## src/rtl/mcav_pkg.sv

```systemverilog
// Shared definitions for the 9-bit processor control sequencer: FSM states,
// instruction field layout and ALU opcode / compare-result encodings.
package mcav_pkg;

    typedef enum logic [2:0] {
        ST_IDLE   = 3'd0,
        ST_FETCH  = 3'd1,
        ST_DECODE = 3'd2,
        ST_EXEC   = 3'd3,
        ST_WB     = 3'd4,
        ST_DONE   = 3'd5
    } state_t;

    localparam logic [1:0] TYPE_MATH   = 2'b00;
    localparam logic [1:0] TYPE_BRANCH = 2'b01;
    localparam logic [1:0] TYPE_ASSIGN = 2'b10;
    localparam logic [1:0] TYPE_VALUE  = 2'b11;

    // Math ops whose carry-out is architecturally visible
    localparam logic [2:0] M_OP_CARRY_A = 3'b000;
    localparam logic [2:0] M_OP_CARRY_B = 3'b001;

    localparam logic [1:0] CMP_EQ = 2'b00;
    localparam logic [1:0] CMP_GT = 2'b01;
    localparam logic [1:0] CMP_LT = 2'b10;
    localparam logic [1:0] CMP_NE = 2'b11;

    localparam logic [2:0] A_OP_CMP = 3'b100;
    localparam logic       V_OP_MOV = 1'b0;
    localparam logic       V_OP_NOP = 1'b1;

    localparam logic [8:0] HALT_INSTR = 9'h0FF;
    localparam logic [1:0] FLAG_RESET = CMP_NE;

    localparam int IR_TYPE_HI = 8;
    localparam int IR_TYPE_LO = 7;
    localparam int IR_OP3_HI  = 6;
    localparam int IR_OP3_LO  = 4;
    localparam int IR_COP_HI  = 6;
    localparam int IR_COP_LO  = 5;
    localparam int IR_IDX_HI  = 4;
    localparam int IR_IDX_LO  = 0;
    localparam int IR_REG_HI  = 3;
    localparam int IR_REG_LO  = 0;
    localparam int IR_VOP     = 6;

    function automatic logic updates_carry(input logic [2:0] m_op);
        return (m_op == M_OP_CARRY_A) || (m_op == M_OP_CARRY_B);
    endfunction

endpackage

```

## src/rtl/ctrl_seq_if.sv

```systemverilog
// Instruction-memory, ALU, register-file and jump-LUT signals between the
// sequencer (master) and the datapath around it (slave).
interface ctrl_seq_if #(
    parameter int PC_W  = 8,
    parameter int LUT_W = 5
) ();
    logic [PC_W-1:0]  imem_addr;
    logic [8:0]       imem_data;
    logic             imem_valid;
    logic [1:0]       alu_type;
    logic [2:0]       alu_m_op;
    logic [1:0]       alu_c_op;
    logic [2:0]       alu_a_op;
    logic             alu_v_op;
    logic             alu_sc_i;
    logic             alu_sc_o;
    logic [1:0]       alu_cmp_src;
    logic [3:0]       rf_raddr_a;
    logic [3:0]       rf_raddr_b;
    logic [3:0]       rf_waddr;
    logic             rf_we;
    logic [LUT_W-1:0] lut_idx;
    logic [PC_W-1:0]  lut_target;

    modport master (
        output imem_addr, alu_type, alu_m_op, alu_c_op, alu_a_op, alu_v_op,
               alu_sc_i, rf_raddr_a, rf_raddr_b, rf_waddr, rf_we, lut_idx,
        input  imem_data, imem_valid, alu_sc_o, alu_cmp_src, lut_target
    );

    modport slave (
        input  imem_addr, alu_type, alu_m_op, alu_c_op, alu_a_op, alu_v_op,
               alu_sc_i, rf_raddr_a, rf_raddr_b, rf_waddr, rf_we, lut_idx,
        output imem_data, imem_valid, alu_sc_o, alu_cmp_src, lut_target
    );
endinterface

```

## src/rtl/ctrl_seq_branch_eval.sv

```systemverilog
// Branch resolution: a branch is taken when the stored compare flag equals
// the instruction's condition op; otherwise execution falls through.
module branch_eval #(
    parameter int PC_W = 8
) (
    input  logic [1:0]      c_op,
    input  logic [1:0]      cmp_flag,
    input  logic [PC_W-1:0] pc,
    input  logic [PC_W-1:0] lut_target,
    output logic            taken,
    output logic [PC_W-1:0] next_pc
);
    assign taken   = (cmp_flag == c_op);
    assign next_pc = taken ? lut_target : (pc + PC_W'(1));
endmodule

```

## src/rtl/ctrl_seq.sv

```systemverilog
// Multi-cycle FETCH/DECODE/EXEC/WB sequencer for the 9-bit processor; owns
// the PC, the carry and compare flags, and issues ALU and register-file commands.
module ctrl_seq
    import mcav_pkg::*;
#(
    parameter int PC_W  = 8,
    parameter int LUT_W = 5
) (
    input  logic          clk,
    input  logic          rst_n,
    input  logic          start,
    output logic          done,
    ctrl_seq_if.master    bus
);
    state_t           state_q, state_d;
    logic [PC_W-1:0]  pc_q, pc_d, pc_inc_s, br_next_pc_s;
    logic [8:0]       ir_q, ir_d;
    logic             carry_q, carry_d, done_q, done_d, rf_we_q, rf_we_d, br_taken_s;
    logic [1:0]       cmp_flag_q, cmp_flag_d, type_q, type_d, c_op_q, c_op_d, ir_type_s;
    logic [2:0]       m_op_q, m_op_d, a_op_q, a_op_d;
    logic             v_op_q, v_op_d;
    logic [3:0]       raddr_a_q, raddr_a_d, raddr_b_q, raddr_b_d;
    logic [3:0]       rf_waddr_q, rf_waddr_d, ir_reg_s;
    logic [LUT_W-1:0] lut_idx_q, lut_idx_d;

    assign ir_type_s = ir_q[IR_TYPE_HI:IR_TYPE_LO];
    assign ir_reg_s  = ir_q[IR_REG_HI:IR_REG_LO];
    assign pc_inc_s  = pc_q + PC_W'(1);

    branch_eval #(.PC_W(PC_W)) u_branch_eval (
        .c_op       (c_op_q),
        .cmp_flag   (cmp_flag_q),
        .pc         (pc_q),
        .lut_target (bus.lut_target),
        .taken      (br_taken_s),
        .next_pc    (br_next_pc_s)
    );

    // Next-state, PC, flag and command-field computation
    always_comb begin
        state_d    = state_q;
        pc_d       = pc_q;
        ir_d       = ir_q;
        carry_d    = carry_q;
        cmp_flag_d = cmp_flag_q;
        done_d     = done_q;
        rf_we_d    = 1'b0;
        rf_waddr_d = rf_waddr_q;
        type_d     = type_q;
        m_op_d     = m_op_q;
        c_op_d     = c_op_q;
        a_op_d     = a_op_q;
        v_op_d     = v_op_q;
        raddr_a_d  = raddr_a_q;
        raddr_b_d  = raddr_b_q;
        lut_idx_d  = lut_idx_q;
        case (state_q)
            ST_IDLE, ST_DONE: begin
                if (start) begin
                    state_d = ST_FETCH;
                    pc_d    = '0;
                    done_d  = 1'b0;
                end else begin
                    state_d = state_q;
                end
            end
            ST_FETCH: begin
                if (bus.imem_valid) begin
                    ir_d    = bus.imem_data;
                    state_d = ST_DECODE;
                end else begin
                    state_d = ST_FETCH;
                end
            end
            ST_DECODE: begin
                // Fields not belonging to the instruction's type are zeroed
                type_d    = ir_type_s;
                m_op_d    = 3'b000;
                c_op_d    = 2'b00;
                a_op_d    = 3'b000;
                v_op_d    = 1'b0;
                lut_idx_d = '0;
                raddr_a_d = ir_reg_s;
                raddr_b_d = 4'h0;
                case (ir_type_s)
                    TYPE_MATH: m_op_d = ir_q[IR_OP3_HI:IR_OP3_LO];
                    TYPE_BRANCH: begin
                        c_op_d    = ir_q[IR_COP_HI:IR_COP_LO];
                        lut_idx_d = LUT_W'(ir_q[IR_IDX_HI:IR_IDX_LO]);
                        raddr_a_d = 4'h0;
                    end
                    TYPE_ASSIGN: begin
                        a_op_d = ir_q[IR_OP3_HI:IR_OP3_LO];
                        if (ir_q[IR_OP3_HI:IR_OP3_LO] == A_OP_CMP) begin
                            raddr_a_d = 4'h0;
                            raddr_b_d = ir_reg_s;
                        end else begin
                            raddr_b_d = 4'h0;
                        end
                    end
                    TYPE_VALUE: begin
                        v_op_d = ir_q[IR_VOP];
                        if (ir_q[IR_VOP] == V_OP_MOV) begin
                            raddr_a_d = 4'h0;
                        end else begin
                            raddr_a_d = ir_reg_s;
                        end
                    end
                    default: type_d = ir_type_s;
                endcase
                state_d = ST_EXEC;
            end
            ST_EXEC: begin
                state_d = ST_FETCH;
                if (ir_q == HALT_INSTR) begin
                    state_d = ST_DONE;
                    done_d  = 1'b1;
                end else begin
                    case (type_q)
                        TYPE_BRANCH: pc_d = br_taken_s ? br_next_pc_s : pc_inc_s;
                        TYPE_ASSIGN: begin
                            if (a_op_q == A_OP_CMP) begin
                                cmp_flag_d = bus.alu_cmp_src;
                            end else begin
                                cmp_flag_d = cmp_flag_q;
                            end
                            pc_d = pc_inc_s;
                        end
                        TYPE_MATH: begin
                            if (updates_carry(m_op_q)) begin
                                carry_d = bus.alu_sc_o;
                            end else begin
                                carry_d = carry_q;
                            end
                            rf_we_d    = 1'b1;
                            rf_waddr_d = 4'h0;
                            state_d    = ST_WB;
                        end
                        TYPE_VALUE: begin
                            if (v_op_q == V_OP_MOV) begin
                                rf_we_d    = 1'b1;
                                rf_waddr_d = ir_reg_s;
                                state_d    = ST_WB;
                            end else begin
                                pc_d = pc_inc_s;
                            end
                        end
                        default: state_d = ST_FETCH;
                    endcase
                end
            end
            ST_WB: begin
                pc_d    = pc_inc_s;
                state_d = ST_FETCH;
            end
            default: state_d = ST_IDLE;
        endcase
    end

    // State and output registers; reset aborts any in-flight instruction
    always_ff @(posedge clk or negedge rst_n) begin
        if (!rst_n) begin
            state_q    <= ST_IDLE;
            pc_q       <= '0;
            ir_q       <= 9'h000;
            carry_q    <= 1'b0;
            cmp_flag_q <= FLAG_RESET;
            done_q     <= 1'b0;
            rf_we_q    <= 1'b0;
            rf_waddr_q <= 4'h0;
            type_q     <= 2'b00;
            m_op_q     <= 3'b000;
            c_op_q     <= 2'b00;
            a_op_q     <= 3'b000;
            v_op_q     <= 1'b0;
            raddr_a_q  <= 4'h0;
            raddr_b_q  <= 4'h0;
            lut_idx_q  <= '0;
        end else begin
            state_q    <= state_d;
            pc_q       <= pc_d;
            ir_q       <= ir_d;
            carry_q    <= carry_d;
            cmp_flag_q <= cmp_flag_d;
            done_q     <= done_d;
            rf_we_q    <= rf_we_d;
            rf_waddr_q <= rf_waddr_d;
            type_q     <= type_d;
            m_op_q     <= m_op_d;
            c_op_q     <= c_op_d;
            a_op_q     <= a_op_d;
            v_op_q     <= v_op_d;
            raddr_a_q  <= raddr_a_d;
            raddr_b_q  <= raddr_b_d;
            lut_idx_q  <= lut_idx_d;
        end
    end

    assign done           = done_q;
    assign bus.imem_addr  = pc_q;
    assign bus.alu_type   = type_q;
    assign bus.alu_m_op   = m_op_q;
    assign bus.alu_c_op   = c_op_q;
    assign bus.alu_a_op   = a_op_q;
    assign bus.alu_v_op   = v_op_q;
    assign bus.alu_sc_i   = carry_q;
    assign bus.rf_raddr_a = raddr_a_q;
    assign bus.rf_raddr_b = raddr_b_q;
    assign bus.rf_waddr   = rf_waddr_q;
    assign bus.rf_we      = rf_we_q;
    assign bus.lut_idx    = lut_idx_q;

endmodule
```

## src/flat_wrapper.sv

```systemverilog
// flat-port wrapper written by rule: the top's interface ports become plain ports
module ctrl_seq_flat import mcav_pkg::*;
#(
    parameter int PC_W  = 8,
    parameter int LUT_W = 5
)
  (clk, rst_n, start, done, bus_imem_addr, bus_alu_type, bus_alu_m_op, bus_alu_c_op, bus_alu_a_op, bus_alu_v_op, bus_alu_sc_i, bus_rf_raddr_a, bus_rf_raddr_b, bus_rf_waddr, bus_rf_we, bus_lut_idx, bus_imem_data, bus_imem_valid, bus_alu_sc_o, bus_alu_cmp_src, bus_lut_target);
  ctrl_seq_if #(.PC_W(PC_W), .LUT_W(LUT_W)) bus_i ();
  input  logic clk;
  input  logic rst_n;
  input  logic start;
  output logic done;
  output wire logic [$bits(bus_i.imem_addr)-1:0] bus_imem_addr;
  output wire logic [$bits(bus_i.alu_type)-1:0] bus_alu_type;
  output wire logic [$bits(bus_i.alu_m_op)-1:0] bus_alu_m_op;
  output wire logic [$bits(bus_i.alu_c_op)-1:0] bus_alu_c_op;
  output wire logic [$bits(bus_i.alu_a_op)-1:0] bus_alu_a_op;
  output wire logic [$bits(bus_i.alu_v_op)-1:0] bus_alu_v_op;
  output wire logic [$bits(bus_i.alu_sc_i)-1:0] bus_alu_sc_i;
  output wire logic [$bits(bus_i.rf_raddr_a)-1:0] bus_rf_raddr_a;
  output wire logic [$bits(bus_i.rf_raddr_b)-1:0] bus_rf_raddr_b;
  output wire logic [$bits(bus_i.rf_waddr)-1:0] bus_rf_waddr;
  output wire logic [$bits(bus_i.rf_we)-1:0] bus_rf_we;
  output wire logic [$bits(bus_i.lut_idx)-1:0] bus_lut_idx;
  input wire logic [$bits(bus_i.imem_data)-1:0] bus_imem_data;
  input wire logic [$bits(bus_i.imem_valid)-1:0] bus_imem_valid;
  input wire logic [$bits(bus_i.alu_sc_o)-1:0] bus_alu_sc_o;
  input wire logic [$bits(bus_i.alu_cmp_src)-1:0] bus_alu_cmp_src;
  input wire logic [$bits(bus_i.lut_target)-1:0] bus_lut_target;
  assign bus_imem_addr = bus_i.imem_addr;
  assign bus_alu_type = bus_i.alu_type;
  assign bus_alu_m_op = bus_i.alu_m_op;
  assign bus_alu_c_op = bus_i.alu_c_op;
  assign bus_alu_a_op = bus_i.alu_a_op;
  assign bus_alu_v_op = bus_i.alu_v_op;
  assign bus_alu_sc_i = bus_i.alu_sc_i;
  assign bus_rf_raddr_a = bus_i.rf_raddr_a;
  assign bus_rf_raddr_b = bus_i.rf_raddr_b;
  assign bus_rf_waddr = bus_i.rf_waddr;
  assign bus_rf_we = bus_i.rf_we;
  assign bus_lut_idx = bus_i.lut_idx;
  assign bus_i.imem_data = bus_imem_data;
  assign bus_i.imem_valid = bus_imem_valid;
  assign bus_i.alu_sc_o = bus_alu_sc_o;
  assign bus_i.alu_cmp_src = bus_alu_cmp_src;
  assign bus_i.lut_target = bus_lut_target;
  ctrl_seq #(.PC_W(PC_W), .LUT_W(LUT_W)) u_core (.clk(clk), .rst_n(rst_n), .start(start), .done(done), .bus(bus_i));
endmodule
```

## config.mk

```make
export PLATFORM = sky130hd
export DESIGN_NAME = ctrl_seq_flat
export DESIGN_NICKNAME = d
export VERILOG_FILES = /design/src/rtl/mcav_pkg.sv /design/src/rtl/ctrl_seq_if.sv /design/src/rtl/ctrl_seq_branch_eval.sv /design/src/rtl/ctrl_seq.sv /design/src/flat_wrapper.sv
export SDC_FILE = /design/constraint.sdc
export NUM_CORES = 1
export LEC_CHECK = 0
export CAP_MARGIN = 20
export CORE_MARGIN = 10
export CORE_UTILIZATION = 46
export CTS_BUF_LIST = sky130_fd_sc_hd__clkbuf_2
export DETAILED_ROUTE_END_ITERATION = 12
export PLACE_DENSITY = 0.83
export SLEW_MARGIN = 20
export SYNTH_ARGS = -nofsm -noshare
export SYNTH_HDL_FRONTEND = slang
export SYNTH_SLANG_ARGS = --single-unit
```

## constraint.sdc

```tcl
create_clock -name clk -period 1.85 [get_ports clk]
set_input_delay 0.2775 -clock clk [delete_from_list [all_inputs] [get_ports clk]]
set_output_delay 0.2775 -clock clk [all_outputs]
set_load 0.005 [all_outputs]
```

==> results.py, run 1 <==
metrics = {
    "clock_tree": {
        "clk_pin_slew_ns": 0.30,
        "cts_buffers": 5,
        "cts_sinks": 53,
        "cts_tree": "yes",
        "clkLatencyLatePin_ns": 0.48,
        "htreeDepth": 2,
        "cts_buffer_depth": 2,
        "root_buffer": "clkbuf_2",
    },
    "routing": {
        "wl_per_cell_um": 17.6,
        "viasPerCell": 5.48,
        "wl_met3_um": 492,
        "wl_met1_mm": 3.08,
        "wl_mm": 7.32,
        "highest_layer": "met4",
        "vias": 2274,
        "drcViolationCount": 0,
        "postRouteAntennaNets": 0,
        "drtIter0Drc": 195,
        "wl_met2_mm": 3.68,
        "first_pass_iters": 4,
    },
    "synthesis": {
        "avgSynthCellArea_um2": 10.6,
        "synth_top_area_share_pct": 49.4,
        "synth_top_area_cell": "dfrtp_1",
        "ys_types": 45,
        "synth_ff_type": "dfrtp_1",
        "syn_nets": 271,
        "ys_seq_elements": 53,
        "synth_seq_area_share_pct": 51.5,
        "synth_cells": 243,
        "synth-edff-count": 0,
        "async_flop_share_pct": 100,
        "synthTopCellsByArea": "dfrtp_1, a22o_1, mux2_2",
        "ys_warn_count": 0,
        "netlist_area_mm2": 0.00258,
    },
    "grt": {
        "grt_pass1_vias": 2337,
        "grt_pass1_wl_mm": 11.5,
        "grt-ovfl-total": 0,
        "grtUsageTotal_pct": 16.1,
        "antenna_found_initial": 0,
        "grt_max_degree": 22,
    },
    "final_layout": {
        "seq_area_mm2": 0.00133,
        "multiInputGateArea_mm2": 0.00122,
        "n_fill_cell": 418,
        "final_cell_mix": "clkdlybuf4s50_1, dfrtp_1, nand2_1, buf_4, a22o_1",
        "syn2layout_area_growth_pct": 42.9,
        "drive_gt1_share_pct": 26.2,
        "final_nets": 370,
        "layout_commonest_cell": "clkdlybuf4s50_1",
        "diodes": 0,
    },
    "timing": {
        "fin_ws_ns": -0.0859,
        "clock_skew_ns": 0.0392,
        "relSlewSlack_pct": 58.7,
        "period_needed_ns": 1.94,
        "slew_violations": 0,
        "fin_crit_sh_pct": 105,
        "tns_ns": -0.262,
        "tightest_slew_ns": 0.613,
        "fmax_mhz": 517,
        "hold_viol": 0,
        "rsz0062_at_grt": "yes",
        "finalSetupViolations": 6,
    },
    "placement": {
        "place_ws_ns": -0.169,
        "dp_hpwl_mm": 5.29,
        "portBuffers": 62,
        "globalplace.congestion": 0.923,
    },
    "run_status": {
        "violations": "setup timing",
        "status": "finished, violations left",
    },
    "critical_path": {
        "critPathBufInv": 0,
        "arrival_ns": 2.36,
        "slowest_delay_ns": 0.57,
        "critPathKind": "flip-flop to flip-flop",
        "critPathLaunch": "u_core.bus.alu_type[1]",
        "critical-path-top-delay-family": "compound AO/OA/AOI/OAI gates",
        "setup.worst_path.end_class": "flip-flop",
        "required_ns": 2.27,
        "crit_fanout": 4,
        "critPathSlowestCell": "or4_4",
        "worstReg2RegStart": "u_core.bus.alu_type[1]",
        "start_kind": "flip-flop",
        "cp_cell_sequence": "ha_2 -> or4_4 -> o2bb2ai_4 -> a32o_1 -> a22o_1",
    },
    "worst_hold_path": {
        "hp-class": "primary input to async pin",
    },
    "run": {
        "maxCapViolations": 0,
    },
    "die": {
        "core_area_mm2": 0.00547,
        "die_area_mm2": 0.00901,
        "io_pins": 63,
        "dieWidth_um": 94.9,
        "die_y_um": 94.9,
        "start_util_pct": 47.2,
        "row_count": 27,
    },
    "pwr": {
        "power_leakage_nw": 1.65,
        "power.density_mw_per_mm2": 1530,
        "vdd_ir_drop_max_mv": 0.784,
        "power.total_mw": 5.65,
    },
}
per-stage QoR:
stage	instances	hold WS (ns)	utilization, %	instance area (um2)
floorplan	243	-0.0181	-	2590
global route	415	0.224	67.4	3690
CTS	410	0.245	65.7	3600
detailed placement	401	0.235	63.7	3490
finish	415	0.226	67.4	3690
global placement	401	0.229	63.7	3490
worst reg2reg max path: cells and delay by family (launching register included):
kind,cells,cell delay [ns]
adder cells (fa/ha/maj),1,0.19
flip-flops,1,0.51
AO/OA/AOI/OAI,3,0.63
AND/OR/NAND/NOR,1,0.57
area by class of cell:
type | instances | area share [%]
multi-input combinational | 170 | 33.0
inverter | 9 | 0.916
sequential | 53 | 36.1
timing repair buffer | 103 | 25.7
tap | 72 | 2.44
clock buffer | 5 | 0.678
clock inverter | 3 | 1.19
cells by family after synthesis:
group | after synthesis | share of synthesized area [%]
AOI/OAI and AO/OA | 72 | 20.7
xor gates and xnor gates | 2 | 0.679
adders and majority gates | 4 | 1.94
buffers and inverters | 20 | 4.12
DFF | 53 | 51.5
muxes | 16 | 6.88
and+or+nand+nor | 76 | 14.2
routing by layer:
metal	track usage (%)	up-vias
met5	0	-
met4	3.62	0
met3	5.08	11
met2	28.1	80
met1	18.8	1110
li1	-	1073
sequential cells by signal, summed over array words and instances, names as in the netlist:
signal                 flops
u_core.bus.alu_c_op        2
u_core.bus.lut_idx         5
u_core.bus.alu_m_op        3
u_core.bus.alu_type        2
u_core.bus.alu_a_op        3
u_core.bus.alu_sc_i        1
u_core.bus.rf_we           1
u_core.cmp_flag_q          2
u_core.bus.rf_waddr        4
u_core.ir_q                9
u_core.bus.rf_raddr_b      4
u_core.done                1
u_core.state_q             3
u_core.bus.imem_addr       8
u_core.bus.alu_v_op        1
u_core.bus.rf_raddr_a      4
cell usage after synthesis (2+ instances only):
cell	n
dfrtp_1	51
o21ai_0	24
nand2b_1	2
a21oi_1	6
dfstp_2	2
clkbuf_1	5
clkbuf_8	2
mux2_2	14
nor2_1	11
nand2_1	38
ha_1	4
a211oi_1	2
inv_1	9
nor3_1	6
buf_1	2
a32o_1	3
o31ai_1	3
nor2b_1	3
nand3_1	4
nand4_1	2
xor2_1	2
a22o_1	22
a31o_2	2
mux2i_1	2
nor4_1	2
final timing paths:
kind	end	slack, ns	cells past startpoint
worst max-delay path	u_core.bus.imem_addr[2]	-0.09	5
worst min register to register	u_core.bus.lut_idx[2]	0.53	2
min in group clk	u_core.ir_q[4]	0.40	2
max in group asynchronous	u_core.bus.alu_c_op[0]	0.97	3
worst min-delay path	u_core.ir_q[4]	0.23	2
worst max register to register	u_core.bus.imem_addr[2]	-0.09	5
power by group:
part / internal [mW] / switching (mW)
Clock: 0.231 / 0.398
Sequential: 1.58 / 0.314
Combinational: 1.68 / 1.45
Total: 3.49 / 2.16
repair_timing:
| item | 4_1_cts | 5_1_grt |
|---|---|---|
| endpoints found under the hold margin | 15 | 0 |
| resized for setup | 9 | 15 |
| pin swaps | 3 | 3 |
| gates cloned | 0 | 1 |
| buffers inserted | 0 | 4 |
| setup endpoints to repair | 9 | 19 |
| hold buffers | 1 | 0 |
Note: power is estimated with default switching activity, not from simulation.
==> run 2, diff against run 1 <==
--- a/config.mk
+++ b/config.mk
@@ -7,10 +7,10 @@
 export LEC_CHECK = 0
 export CAP_MARGIN = 20
 export CORE_MARGIN = 10
-export CORE_UTILIZATION = 46
+export CORE_UTILIZATION = 51
 export CTS_BUF_LIST = sky130_fd_sc_hd__clkbuf_2
 export DETAILED_ROUTE_END_ITERATION = 12
-export PLACE_DENSITY = 0.83
+export PLACE_DENSITY = 0.87
 export SLEW_MARGIN = 20
 export SYNTH_ARGS = -nofsm -noshare
 export SYNTH_HDL_FRONTEND = slang
==> constraint.sdc (replaced) <==
create_clock -name clk -period 2.2 [get_ports clk]
set_input_delay 0.33 -clock clk [delete_from_list [all_inputs] [get_ports clk]]
set_output_delay 0.33 -clock clk [all_outputs]
set_load 0.005 [all_outputs]
==> run 2 against run 1 <==
The flow now finishes without violations. Sequential share of layout area increased by 3.6 points. Utilization increased by 2.1 points. Final cell count decreased by 8.2%. Power decreased by 28%. Die area decreased by 7.8%. Largest power group unchanged. Combinational power decreased by 38%. First-iteration DRC count decreased by 39%. Critical path depth increased by 1. Critical endpoint unchanged. Clock skew decreased by 0.018 ns. Via count decreased by 6.9%.
==> results.py, run 2 (same netlist as run 1, synthesis figures left out) <==
metrics = {
    "clock_tree": {
        "htreeDepth": 2,
        "cts_buffers": 5,
        "cts_sinks": 53,
        "clkLatencyLatePin_ns": 0.45,
        "clk_pin_slew_ns": 0.27,
        "postCtsSetupBuffers": 0,
        "cts_tree": "yes",
        "root_buffer": "clkbuf_2",
        "cts_buffer_depth": 2,
    },
    "critical_path": {
        "arrival_ns": 2.46,
        "cp_cell_sequence": "inv_1 -> ha_1 -> or4_4 -> o2bb2ai_4 -> a32o_1 -> a22o_1",
        "slowest_delay_ns": 0.62,
        "reg2reg_slack_ns": 0.13,
        "crit_fanout": 6,
        "start_kind": "flip-flop",
        "setup.worst_path.end_class": "flip-flop",
        "critPathKind": "flip-flop to flip-flop",
        "ff2ff_path_depth": 6,
        "required_ns": 2.59,
        "critPathSlowestCell": "or4_4",
    },
    "timing": {
        "hold_viol": 0,
        "fmax_mhz": 482,
        "period_needed_ns": 2.07,
        "clock_skew_ns": 0.0216,
        "fin_crit_sh_pct": 94.3,
        "rsz0062_at_grt": "no",
        "tns_ns": 0,
        "finalSetupViolations": 0,
        "tightest_slew_ns": 0.780,
        "slew_violations": 0,
        "relSlewSlack_pct": 48.0,
    },
    "worst_hold_path": {
        "hp-class": "primary input to async pin",
    },
    "die": {
        "dieWidth_um": 91.1,
        "row_count": 25,
        "start_util_pct": 53.6,
        "core_area_mm2": 0.00482,
        "die_y_um": 91.1,
        "die_area_mm2": 0.00831,
        "io_pins": 63,
    },
    "placement": {
        "place_area_mm2": 0.00329,
        "portBuffers": 62,
        "dp_hpwl_mm": 4.79,
        "globalplace.congestion": 0.874,
    },
    "routing": {
        "postRouteAntennaNets": 0,
        "vias": 2118,
        "viasPerCell": 5.56,
        "drcViolationCount": 0,
        "first_pass_iters": 4,
        "wl_mm": 6.49,
        "wl_per_cell_um": 17.0,
        "drtIter0Drc": 118,
    },
    "grt": {
        "antenna_found_initial": 0,
        "grt_max_degree": 40,
        "grt_pass1_wl_mm": 10.7,
        "grt-busiest-layer": "met2",
        "grt-ovfl-total": 0,
        "met2_usage_pct": 25.8,
        "grtUsageTotal_pct": 15.6,
        "grtUsageMet3_pct": 5.27,
        "grt_pass1_vias": 2102,
        "grt_use_met1_pct": 18.9,
    },
    "pwr": {
        "power_leakage_nw": 1.43,
        "vdd_ir_drop_max_mv": 0.705,
        "power.density_mw_per_mm2": 1210,
    },
    "final_layout": {
        "multiInputGateArea_mm2": 0.00115,
        "seq_area_mm2": 0.00133,
        "diodes": 0,
        "syn2layout_area_growth_pct": 29.7,
        "drive_gt1_share_pct": 14.6,
        "largest_reg_flops": 9,
        "final_nets": 341,
        "layout_commonest_cell": "clkdlybuf4s50_1",
        "final_cell_mix": "clkdlybuf4s50_1, dfrtp_1, nand2_1, o21ai_0, a22o_1",
        "n_fill_cell": 404,
        "final_area_mm2": 0.00335,
        "largest_register": "u_core.ir_q",
    },
    "run_status": {
        "status": "finished clean",
    },
    "run": {
        "maxCapViolations": 0,
    },
}
run 2: critical path: cells and delay by family, from the launching register on:
| family | cells | cell delay [ns] |
|---|---|---|
| compound gates | 3 | 0.65 |
| simple gates | 1 | 0.62 |
| flops | 1 | 0.44 |
| fa+ha+maj | 1 | 0.24 |
| buf+inv | 1 | 0.08 |
run 2: what timing repair did:
| item | CTS | global route |
|---|---|---|
| gates resized for setup | 0 | 1 |
| setup endpoints to repair | 0 | 5 |
| hold buffers | 1 | 0 |
| hold endpoints to repair | 31 | 0 |
run 2: final timing paths:
check,start,end
max,u_core.bus.alu_type[0],u_core.bus.imem_addr[2]
min,rst_n,u_core.bus.imem_addr[1]
max reg2reg,u_core.bus.alu_type[0],u_core.bus.imem_addr[2]
min reg2reg,u_core.bus.lut_idx[1],u_core.bus.lut_idx[1]
max in group asynchronous,rst_n,u_core.cmp_flag_q[0]
min in group clk,bus_alu_cmp_src[1],u_core.cmp_flag_q[1]
run 2: layer usage:
layer  share of wire (%)  up-vias
li1                    -     1018
met1                  44     1029
met2                  49       67
met3                 6.8        4
met4                0.88        0
met5                   0        -
run 2: power breakdown:
part / internal [mW] / switching, mW
clock: 0.0875 / 0.311
sequential: 1.32 / 0.377
combinational: 1.04 / 0.907
run 2: layout make-up:
class	instances	area share [%]
inverters	9	1.01
clock buffers	7	1.05
repair buffers	74	21.2
flip-flops and latches	53	39.7
multi-input cells	170	34.4
well taps	67	2.50
clock inverters	1	0.224
run 2: stage by stage:
stage	instances	setup slack, ns	utilization (%)	total power [mW]	hold slack (ns)
after floorplan	243	0.176	-	2.83	0.0344
after global placement	372	0.0981	68.3	3.58	0.433
after detailed placement	372	0.0334	68.3	3.65	0.446
after CTS	381	0.00454	69.4	4.05	0.470
after global routing	381	0.0183	69.5	4.36	0.456
final	381	0.126	69.5	4.05	0.449
==> run 3, diff against run 2 <==
--- a/config.mk
+++ b/config.mk
@@ -5,11 +5,14 @@
 export SDC_FILE = /design/constraint.sdc
 export NUM_CORES = 1
 export LEC_CHECK = 0
+export ABC_AREA = 1
 export CAP_MARGIN = 20
+export CORE_ASPECT_RATIO = 1.5
 export CORE_MARGIN = 10
-export CORE_UTILIZATION = 51
+export CORE_UTILIZATION = 52
 export CTS_BUF_LIST = sky130_fd_sc_hd__clkbuf_2
 export DETAILED_ROUTE_END_ITERATION = 12
+export HOLD_SLACK_MARGIN = 0.12
 export PLACE_DENSITY = 0.87
 export SLEW_MARGIN = 20
 export SYNTH_ARGS = -nofsm -noshare
==> run 3 against run 2 <==
Critical path depth shrank 5. Area after synthesis increased by 6.2%. Sequential share of layout area fell by 1.9 points. Largest cell class unchanged. Critical endpoint is now bus_imem_addr[3]. Utilization decreased by 0.88 points. Via count up 20%. Largest power group unchanged. Clock power is 36% higher.
==> results.py, run 3 <==
metrics = {
    "die": {
        "core_area_mm2": 0.00512,
        "row_count": 32,
        "start_util_pct": 53.5,
        "die_y_um": 109,
        "dieWidth_um": 79.3,
        "io_pins": 63,
        "die_area_mm2": 0.00863,
    },
    "clock_tree": {
        "clk_pin_slew_ns": 0.30,
        "cts_buffer_depth": 2,
        "clkLatencyLatePin_ns": 0.46,
        "root_buffer": "clkbuf_2",
        "cts_tree": "yes",
        "htreeDepth": 2,
        "cts_hold_buf": 1,
        "cts_sinks": 53,
        "cts_buffers": 5,
        "ctsResizeCount": 0,
        "postCtsSetupBuffers": 0,
    },
    "routing": {
        "postRouteAntennaNets": 0,
        "wl_mm": 7.30,
        "drcViolationCount": 0,
        "drtIter0Drc": 128,
        "first_pass_iters": 4,
        "viasPerCell": 5.30,
        "wl_per_cell_um": 15.2,
        "vias": 2540,
    },
    "placement": {
        "portBuffers": 62,
        "globalplace.congestion": 0.916,
        "dp_hpwl_mm": 5.67,
        "dp.cells": 470,
    },
    "grt": {
        "grt_pass1_vias": 2675,
        "grt_pass1_wl_mm": 12.3,
        "grt-ovfl-total": 0,
        "antenna_found_initial": 0,
        "grtUsageTotal_pct": 17.7,
        "grt_max_degree": 35,
    },
    "critical_path": {
        "ff2ff_path_depth": 7,
        "crit_fanout": 6,
        "arrival_ns": 1.53,
        "cp_cell_sequence": "clkdlybuf4s50_1",
        "start_kind": "flip-flop",
        "slowest_delay_ns": 0.55,
        "reg2reg_slack_ns": 0.50,
        "setup.worst_path.end_class": "primary output",
        "critPathBufInv": 1,
        "required_ns": 1.87,
        "critPathSlowestCell": "clkdlybuf4s50_1",
        "critical-path-top-delay-family": "buffers and inverters",
        "critPathKind": "flip-flop to primary output",
        "cp.depth": 1,
    },
    "pwr": {
        "vdd_ir_drop_max_mv": 1.12,
        "power.density_mw_per_mm2": 1150,
        "power_leakage_nw": 1.72,
    },
    "timing": {
        "period_needed_ns": 1.86,
        "fin_hold_ws_ns": 0.322,
        "rsz0062_at_grt": "no",
        "slew_violations": 0,
        "hold_viol": 0,
        "clock_skew_ns": 0.0242,
        "finalSetupViolations": 0,
        "tightest_slew_ns": 0.517,
        "relSlewSlack_pct": 65.5,
        "fmax_mhz": 537,
        "fin_crit_sh_pct": 84.6,
        "tns_ns": 0,
    },
    "synthesis": {
        "synth-edff-count": 0,
        "netlist_area_mm2": 0.00274,
        "ys_types": 29,
        "synth_top_area_cell": "dfrtp_1",
        "synth_ff_type": "dfrtp_1",
        "synth_top_area_share_pct": 46.6,
        "ys_seq_elements": 53,
        "avgSynthCellArea_um2": 7.97,
        "synthTopCellsByArea": "dfrtp_1, nand2_1, nand3_1",
        "synth_seq_area_share_pct": 48.5,
        "ys_warn_count": 0,
        "synth_most_common_cell": "nand2_1",
        "syn_nets": 372,
        "synth_common_cells": "nand2_1, dfrtp_1, inv_1, nand3_1, o21ai_0",
        "async_flop_share_pct": 100,
        "synth_cells": 344,
    },
    "final_layout": {
        "final_nets": 438,
        "finalNonFillerCells": 479,
        "seq_area_mm2": 0.00133,
        "largest_reg_flops": 9,
        "diodes": 0,
        "layout_commonest_cell": "nand2_1",
        "syn2layout_area_growth_pct": 28.3,
        "multiInputGateArea_mm2": 0.00122,
        "final_cell_mix": "nand2_1, clkdlybuf4s50_1, dfrtp_1",
        "largest_register": "u_core.ir_q",
        "drive_gt1_share_pct": 9.73,
        "n_fill_cell": 433,
    },
    "run_status": {
        "status": "finished clean",
    },
    "run": {
        "maxCapViolations": 0,
    },
    "worst_hold_path": {
        "hp-class": "primary input to async pin",
    },
}
## run 3: power breakdown
group          internal, mW  total [mW]  switching (mW)
clock                 0.203       0.542           0.339
sequential             1.29        1.59           0.297
combinational         0.814        1.92            1.10
## run 3: cell type report
type,count,area share (%)
multi-input cells,245,34.7
inverters,40,4.34
repair buffers,65,18.6
clock inverters,3,1.42
clock buffers,5,0.712
well taps,68,2.42
flip-flops and latches,53,37.8
## run 3: per-stage QoR
stage               util, %  power, mW  setup WS [ns]  area, um2
global route           68.6       4.36          0.272       3520
finish                 68.6       4.04          0.338       3520
floorplan                 -       2.74          0.710       2740
global placement       66.9       3.42          0.535       3430
detailed placement     66.9       3.51          0.512       3430
CTS                    68.6       4.06          0.325       3520
## run 3: logic make-up (layout without fill, tap and decap cells)
kind of cell / count (synthesis) / after routing / share of synthesized area (%)
AO/OA/AOI/OAI: 43 / 43 / 8.36
adder cells (fa/ha/maj): 4 / 4 / 1.83
AND/OR/NAND/NOR: 192 / 192 / 31.5
buffers and inverters: 46 / 113 / 6.94
multiplexers: 6 / 6 / 2.88
flip-flops: 53 / 53 / 48.5
## run 3: worst paths after layout
check                                              from                 endpoint
worst max-delay path            u_core.bus.imem_addr[3]         bus_imem_addr[3]
worst min-delay path                              rst_n  u_core.bus.imem_addr[4]
worst max register to register   u_core.bus.alu_type[1]   u_core.bus.rf_waddr[3]
worst min register to register     u_core.cmp_flag_q[0]     u_core.cmp_flag_q[0]
max in group asynchronous                         rst_n     u_core.cmp_flag_q[1]
min in group clk                     bus_alu_cmp_src[1]     u_core.cmp_flag_q[1]
## run 3: metal layers
metal	track usage, %	vias to the layer above	share of wire (%)
met5	0	-	0
met4	8.35	0	3.3
met3	5.19	20	5.6
met2	32.1	74	53
met1	18.1	1203	38
li1	-	1243	-
